===== src/rtl/uart_alu_if_if.sv =====
// Bundle between uart_rx/uart_tx/ALU and the command sequencer.
// Latency: none (wires only).
// Backpressure: i_tx_busy stalls the transmit start; rx bytes have no backpressure.
interface uart_alu_if_if #(
  parameter int NB_DATA = 8,
  parameter int NB_OP   = 6
);
  logic [NB_DATA-1:0] i_rx_data;
  logic               i_rx_done;
  logic [NB_DATA-1:0] i_alu_result;
  logic               i_tx_busy;
  logic               i_tx_done;
  logic [NB_DATA-1:0] o_data_a;
  logic [NB_DATA-1:0] o_data_b;
  logic [NB_OP-1:0]   o_op;
  logic [NB_DATA-1:0] o_tx_data;
  logic               o_tx_start;
  logic               o_overrun;
  logic               o_timeout;

  // Environment side: drives rx bytes, ALU result and tx status.
  modport master (
    output i_rx_data, i_rx_done, i_alu_result, i_tx_busy, i_tx_done,
    input  o_data_a, o_data_b, o_op, o_tx_data, o_tx_start, o_overrun, o_timeout
  );

  // Sequencer side.
  modport slave (
    input  i_rx_data, i_rx_done, i_alu_result, i_tx_busy, i_tx_done,
    output o_data_a, o_data_b, o_op, o_tx_data, o_tx_start, o_overrun, o_timeout
  );
endinterface


===== src/rtl/uart_alu_if.sv =====
// Collects A, B, opcode bytes from uart_rx, latches the ALU result, launches uart_tx.
// Latency: op byte at edge N -> o_tx_data after N+1, o_tx_start pulse after N+2.
// Backpressure: waits while i_tx_busy; bytes arriving while busy are dropped (o_overrun).
// Optional inter-byte timeout enabled by defining UART_IF_TIMEOUT_EN.
module uart_alu_if #(
  parameter int NB_DATA = 8,
  parameter int NB_OP   = 6
`ifdef UART_IF_TIMEOUT_EN
  ,
  parameter int TIMEOUT_CYCLES = 1_000_000
`endif
) (
  input logic          clk,
  input logic          i_rst_n,
  uart_alu_if_if.slave bus
);

  typedef enum logic [2:0] {
    S_WAIT_A, S_WAIT_B, S_WAIT_OP, S_EXEC, S_SEND, S_WAIT_TX
  } state_t;

  state_t             state_q, state_d;
  logic [NB_DATA-1:0] data_a_q, data_a_d;
  logic [NB_DATA-1:0] data_b_q, data_b_d;
  logic [NB_OP-1:0]   op_q, op_d;
  logic [NB_DATA-1:0] tx_data_q, tx_data_d;
  logic               tx_start_q, tx_start_d;
  logic               overrun_q, overrun_d;

`ifdef UART_IF_TIMEOUT_EN
  localparam int CNT_W = $clog2(TIMEOUT_CYCLES + 1);
  logic [CNT_W-1:0] cnt_q, cnt_d;
  logic             timeout_q, timeout_d;
  logic             expired;

  assign expired = (cnt_q == CNT_W'(TIMEOUT_CYCLES - 1));
`endif

  // Next-state and register updates; defaults hold everything, pulses drop to 0.
  always_comb begin
    state_d    = state_q;
    data_a_d   = data_a_q;
    data_b_d   = data_b_q;
    op_d       = op_q;
    tx_data_d  = tx_data_q;
    tx_start_d = 1'b0;
    overrun_d  = overrun_q;
`ifdef UART_IF_TIMEOUT_EN
    cnt_d      = '0;
    timeout_d  = 1'b0;
`endif
    case (state_q)
      S_WAIT_A: begin
        if (bus.i_rx_done) begin
          data_a_d = bus.i_rx_data;
          state_d  = S_WAIT_B;
        end
      end
      S_WAIT_B: begin
        if (bus.i_rx_done) begin
          data_b_d = bus.i_rx_data;
          state_d  = S_WAIT_OP;
        end
`ifdef UART_IF_TIMEOUT_EN
        else if (expired) begin
          state_d   = S_WAIT_A;
          timeout_d = 1'b1;
        end else begin
          cnt_d = cnt_q + CNT_W'(1);
        end
`endif
      end
      S_WAIT_OP: begin
        if (bus.i_rx_done) begin
          op_d    = bus.i_rx_data[NB_OP-1:0];
          state_d = S_EXEC;
        end
`ifdef UART_IF_TIMEOUT_EN
        else if (expired) begin
          state_d   = S_WAIT_A;
          timeout_d = 1'b1;
        end else begin
          cnt_d = cnt_q + CNT_W'(1);
        end
`endif
      end
      S_EXEC: begin
        // Operands/opcode registered last cycle; the ALU output has settled now.
        tx_data_d = bus.i_alu_result;
        state_d   = S_SEND;
      end
      S_SEND: begin
        if (!bus.i_tx_busy) begin
          tx_start_d = 1'b1;
          state_d    = S_WAIT_TX;
        end
      end
      S_WAIT_TX: begin
        if (bus.i_tx_done) state_d = S_WAIT_A;
      end
      default: state_d = S_WAIT_A;
    endcase
    // No room for a byte once the command is complete; drop it and flag it.
    if (bus.i_rx_done && (state_q == S_EXEC || state_q == S_SEND || state_q == S_WAIT_TX))
      overrun_d = 1'b1;
  end

  // State register with synchronous active-low reset clearing every output.
  always_ff @(posedge clk) begin
    if (!i_rst_n) begin
      state_q    <= S_WAIT_A;
      data_a_q   <= '0;
      data_b_q   <= '0;
      op_q       <= '0;
      tx_data_q  <= '0;
      tx_start_q <= 1'b0;
      overrun_q  <= 1'b0;
`ifdef UART_IF_TIMEOUT_EN
      cnt_q      <= '0;
      timeout_q  <= 1'b0;
`endif
    end else begin
      state_q    <= state_d;
      data_a_q   <= data_a_d;
      data_b_q   <= data_b_d;
      op_q       <= op_d;
      tx_data_q  <= tx_data_d;
      tx_start_q <= tx_start_d;
      overrun_q  <= overrun_d;
`ifdef UART_IF_TIMEOUT_EN
      cnt_q      <= cnt_d;
      timeout_q  <= timeout_d;
`endif
    end
  end

  assign bus.o_data_a   = data_a_q;
  assign bus.o_data_b   = data_b_q;
  assign bus.o_op       = op_q;
  assign bus.o_tx_data  = tx_data_q;
  assign bus.o_tx_start = tx_start_q;
  assign bus.o_overrun  = overrun_q;
`ifdef UART_IF_TIMEOUT_EN
  assign bus.o_timeout  = timeout_q;
`else
  assign bus.o_timeout  = 1'b0;
`endif

endmodule


===== src/flat_wrapper.sv =====
// flat-port wrapper written by rule: the top's interface ports become plain ports
module uart_alu_if_flat 
#(
  parameter int NB_DATA = 8,
  parameter int NB_OP   = 6

)
  (clk, i_rst_n, bus_i_rx_data, bus_i_rx_done, bus_i_alu_result, bus_i_tx_busy, bus_i_tx_done, bus_o_data_a, bus_o_data_b, bus_o_op, bus_o_tx_data, bus_o_tx_start, bus_o_overrun, bus_o_timeout);
  uart_alu_if_if #(.NB_DATA(NB_DATA), .NB_OP(NB_OP)) bus_i ();
  input logic clk;
  input logic i_rst_n;
  input wire logic [$bits(bus_i.i_rx_data)-1:0] bus_i_rx_data;
  input wire logic [$bits(bus_i.i_rx_done)-1:0] bus_i_rx_done;
  input wire logic [$bits(bus_i.i_alu_result)-1:0] bus_i_alu_result;
  input wire logic [$bits(bus_i.i_tx_busy)-1:0] bus_i_tx_busy;
  input wire logic [$bits(bus_i.i_tx_done)-1:0] bus_i_tx_done;
  output wire logic [$bits(bus_i.o_data_a)-1:0] bus_o_data_a;
  output wire logic [$bits(bus_i.o_data_b)-1:0] bus_o_data_b;
  output wire logic [$bits(bus_i.o_op)-1:0] bus_o_op;
  output wire logic [$bits(bus_i.o_tx_data)-1:0] bus_o_tx_data;
  output wire logic [$bits(bus_i.o_tx_start)-1:0] bus_o_tx_start;
  output wire logic [$bits(bus_i.o_overrun)-1:0] bus_o_overrun;
  output wire logic [$bits(bus_i.o_timeout)-1:0] bus_o_timeout;
  assign bus_i.i_rx_data = bus_i_rx_data;
  assign bus_i.i_rx_done = bus_i_rx_done;
  assign bus_i.i_alu_result = bus_i_alu_result;
  assign bus_i.i_tx_busy = bus_i_tx_busy;
  assign bus_i.i_tx_done = bus_i_tx_done;
  assign bus_o_data_a = bus_i.o_data_a;
  assign bus_o_data_b = bus_i.o_data_b;
  assign bus_o_op = bus_i.o_op;
  assign bus_o_tx_data = bus_i.o_tx_data;
  assign bus_o_tx_start = bus_i.o_tx_start;
  assign bus_o_overrun = bus_i.o_overrun;
  assign bus_o_timeout = bus_i.o_timeout;
  uart_alu_if #(.NB_DATA(NB_DATA), .NB_OP(NB_OP)) u_core (.clk(clk), .i_rst_n(i_rst_n), .bus(bus_i));
endmodule

===== config.mk =====
export PLATFORM = sky130hd
export DESIGN_NAME = uart_alu_if_flat
export DESIGN_NICKNAME = d
export VERILOG_FILES = /design/src/rtl/uart_alu_if_if.sv /design/src/rtl/uart_alu_if.sv /design/src/flat_wrapper.sv
export SDC_FILE = /design/constraint.sdc
export NUM_CORES = 1
export LEC_CHECK = 0
export CORE_ASPECT_RATIO = 1.5
export CORE_MARGIN = 2
export CORE_UTILIZATION = 43
export CTS_BUF_LIST = sky130_fd_sc_hd__clkbuf_8 sky130_fd_sc_hd__clkbuf_16
export CTS_CLUSTER_SIZE = 40
export DETAILED_ROUTE_END_ITERATION = 8
export GPL_TIMING_DRIVEN = 0
export PLACE_DENSITY = 0.79
export SLEW_MARGIN = 15
export SYNTH_ARGS = -nofsm -noshare
export SYNTH_HDL_FRONTEND = slang
export SYNTH_SLANG_ARGS = --single-unit

===== constraint.sdc =====
create_clock -name clk -period 2.2 [get_ports clk]
set_clock_uncertainty 0.2 [all_clocks]
set_input_delay 0.44 -clock clk [delete_from_list [all_inputs] [get_ports clk]]
set_output_delay 0.44 -clock clk [all_outputs]
set_load 0.005 [all_outputs]

==> results.sh <==
export IMPL_reg2reg_from="u_core.state_q[0]"
export IMPL_num_rows=25
export IMPL_critical_path_max_fanout=10
export IMPL_antenna_found_initial=0
export IMPL_synth_edf_count=0
export IMPL_synth_common_cells="dfxtp_1 (35), nor2b_1 (18), mux2i_1 (17)"
export IMPL_overflow=0
export IMPL_drv_slew=0
export IMPL_vias=1151
export IMPL_wl_met3_um=146
export IMPL_crit_path_start_kind="input port"
export IMPL_highest_layer="met4"
export IMPL_path_class="input port to register"
export IMPL_routedWlPerCell_um=13.2
export IMPL_dieArea_sq_um=3710
export IMPL_path_cells="clkdlybuf4s50_1, or4b_1, buf_2, buf_6, nand3_2, o21ai_2"
export IMPL_vias_per_cell=4.88
export IMPL_ys_warn_count=0
export IMPL_fin_crit_sh_pct=88.6
export IMPL_cpPeakStageDelay_ns=0.57
export IMPL_wirelength_met1_um=1210
export IMPL_n_fill_cell=279
export IMPL_synthMostInstantiatedCell="dfxtp_1"
export IMPL_cp_required_ns=2.18
export IMPL_root_buffer="clkbuf_8"
export IMPL_grt_usage_pct=18.6
export IMPL_place_ws_ns=-0.0565
export IMPL_status="finished clean"
export IMPL_area_delta_synth_final_pct=46.2
export IMPL_hold_viol_final=0
export IMPL_synthArstFlopShare_pct=0
export IMPL_cts_num_sinks=35
export IMPL_instances_no_fill=236
export IMPL_first_global_vias=1106
export IMPL_die_width_um=50.4
export IMPL_wl_met2_um=1690
export IMPL_route_detailed_drc=0
export IMPL_leakagePower_nw=0.773
export IMPL_ys_ff_latch=35
export IMPL_holdCritStartpoint="u_core.bus.o_data_a[6]"
export IMPL_cts_buffer_depth=2
export IMPL_synth_area_leaders="dfxtp_1 (50%), mux2i_1 (12%), nor2b_1 (8.1%)"
export IMPL_startpoint="bus_i_rx_done"
export IMPL_period_needed_ns=1.95
export IMPL_cap_viol_max_count=0
export IMPL_postCtsHoldBufs=0
export IMPL_first_iter_violations=14
export IMPL_powerDensity_nw_per_um2=631
export IMPL_setup_ws_ns=0.252
export IMPL_cts_tree="built"
export IMPL_path_buf_inv=3
export IMPL_yosysUniqueCellTypes=24
export IMPL_netlist_area_leader_share_pct=50.5
export IMPL_cpMaxStageDelayCell="clkdlybuf4s50_1"
export IMPL_setup_violations=0
export IMPL_hpwl_um=2390
export IMPL_clkTransAtPathRegs_ns=0.07
export IMPL_ant_nets=0
export IMPL_grt_max_degree=11
export IMPL_synth_fp_nets=158
export IMPL_cts_htree_levels=2
export IMPL_avgSynthCellArea_sq_um=10.1
export IMPL_io_pins=54
export IMPL_syn_instance_count=137
export IMPL_clock_latency_ns=0.28
export IMPL_drt_pass1_iterations=3
export IMPL_synth_area_sq_um=1390
export IMPL_gp_congestion=0.769
export IMPL_nets=216
export IMPL_place_inst=228
export IMPL_post_cts_buffers=0
export IMPL_rsz0062_at_grt="false"
export IMPL_cp_top_family="buffers and inverters"
export IMPL_synth_flop_cell="dfxtp_1"
export IMPL_ir_worst_vdd_v=0.000453
export IMPL_port_buffers=51
export IMPL_setup_tns_ns=0
export IMPL_diodes=0
export IMPL_yosysTopAreaCell="dfxtp_1"
export IMPL_holdCritPathClass="register to register"
export IMPL_routed_wl_um=3110
export IMPL_die_y_um=73.6
export IMPL_ctsResizeCount=0
export IMPL_core_sq_um=3130
export IMPL_power_mw=1.28
export IMPL_fmax_mhz=513
export IMPL_initial_core_util_pct=44.4
export IMPL_worstSetupEndpointType="register"
export IMPL_worstPathArrival_ns=1.93
export IMPL_grt_pass1_wl_um=5100
export IMPL_yosysSeqAreaShare_pct=50.5
export IMPL_cts_buffers=5
export IMPL_layout_drive_gt1_share_pct=11.2
==> power by group <==
| group | switching (mW) | internal, mW |
|---|---|---|
| Combinational | 0.0730 | 0.107 |
| Clock | 0.213 | 0.212 |
| Sequential | 0.0172 | 0.659 |
| Total | 0.303 | 0.977 |
==> stage by stage <==
stage          util (%)  hold WS, ns  area, sq um
6_report           64.9        0.266         2030
3_5_place_dp       62.3        0.263         1950
4_1_cts            64.9        0.272         2030
5_1_grt            64.9        0.289         2030
2_1_floorplan         -        0.253         1390
3_3_place_gp       62.3        0.255         1950
==> layout make-up <==
type	instances	area, sq um	share of cell area, %
clock inverters	3	12.5	0.616
clock buffers	5	68.8	3.39
repair buffers	51	510	25.1
plain buffers	12	67.6	3.33
inverters	1	3.75	0.185
multi-input cells	89	617	30.4
well taps	40	50.0	2.46
flip-flops and latches	35	701	34.5
==> tightest hold or removal path: stages, from the launching register on <==
cell and delay (ns):
dfxtp_1 0.33, nand3_2 0.06, o21ai_2 0.04
==> cell usage in the layout, fill, tap and decap left out, types with 2 or more instances in the layout <==
cell	n
a21oi_1	3
and2_1	2
buf_2	3
buf_6	2
clkbuf_1	6
clkbuf_8	5
clkdlybuf4s50_1	51
dfxtp_1	35
inv_1	3
mux2i_1	17
nand2_1	9
nand3_1	13
nand3_2	2
nor2b_1	18
nor3b_1	2
o21ai_0	7
o21ai_2	8
==> cells by family (layout without fill, tap and decap cells) <==
logic type / after synthesis / count (layout) / share of synthesized area [%]
other: 1 / 1 / 0.270
DFF: 35 / 35 / 50.5
muxes: 17 / 17 / 12.3
AOI/OAI and AO/OA: 20 / 20 / 9.82
buffers and inverters: 13 / 72 / 5.13
and+or+nand+nor: 51 / 51 / 22.1
==> metal layers <==
layer,track usage [%],vias up
met4,8.11,0
li1,-,582
met3,6.10,7
met2,32.7,30
met5,0,-
met1,20.1,532
==> registers in the layout (all words and copies together) (netlist names) <==
| register | cells |
|---|---|
| u_core.bus.o_data_a | 8 |
| u_core.bus.o_data_b | 8 |
| u_core.bus.o_op | 6 |
| u_core.bus.o_overrun | 1 |
| u_core.bus.o_tx_data | 8 |
| u_core.bus.o_tx_start | 1 |
| u_core.state_q | 3 |
==> path summary, 6_finish.rpt <==
check | slack [ns] | cells after the start | to
min | 0.27 | 2 | u_core.bus.o_data_a[6]
min reg2reg | 0.27 | 2 | u_core.bus.o_data_a[6]
max reg2reg | 0.52 | 5 | u_core.bus.o_data_a[7]
max | 0.25 | 6 | u_core.bus.o_data_a[7]
(Power assumes the default switching activity.)
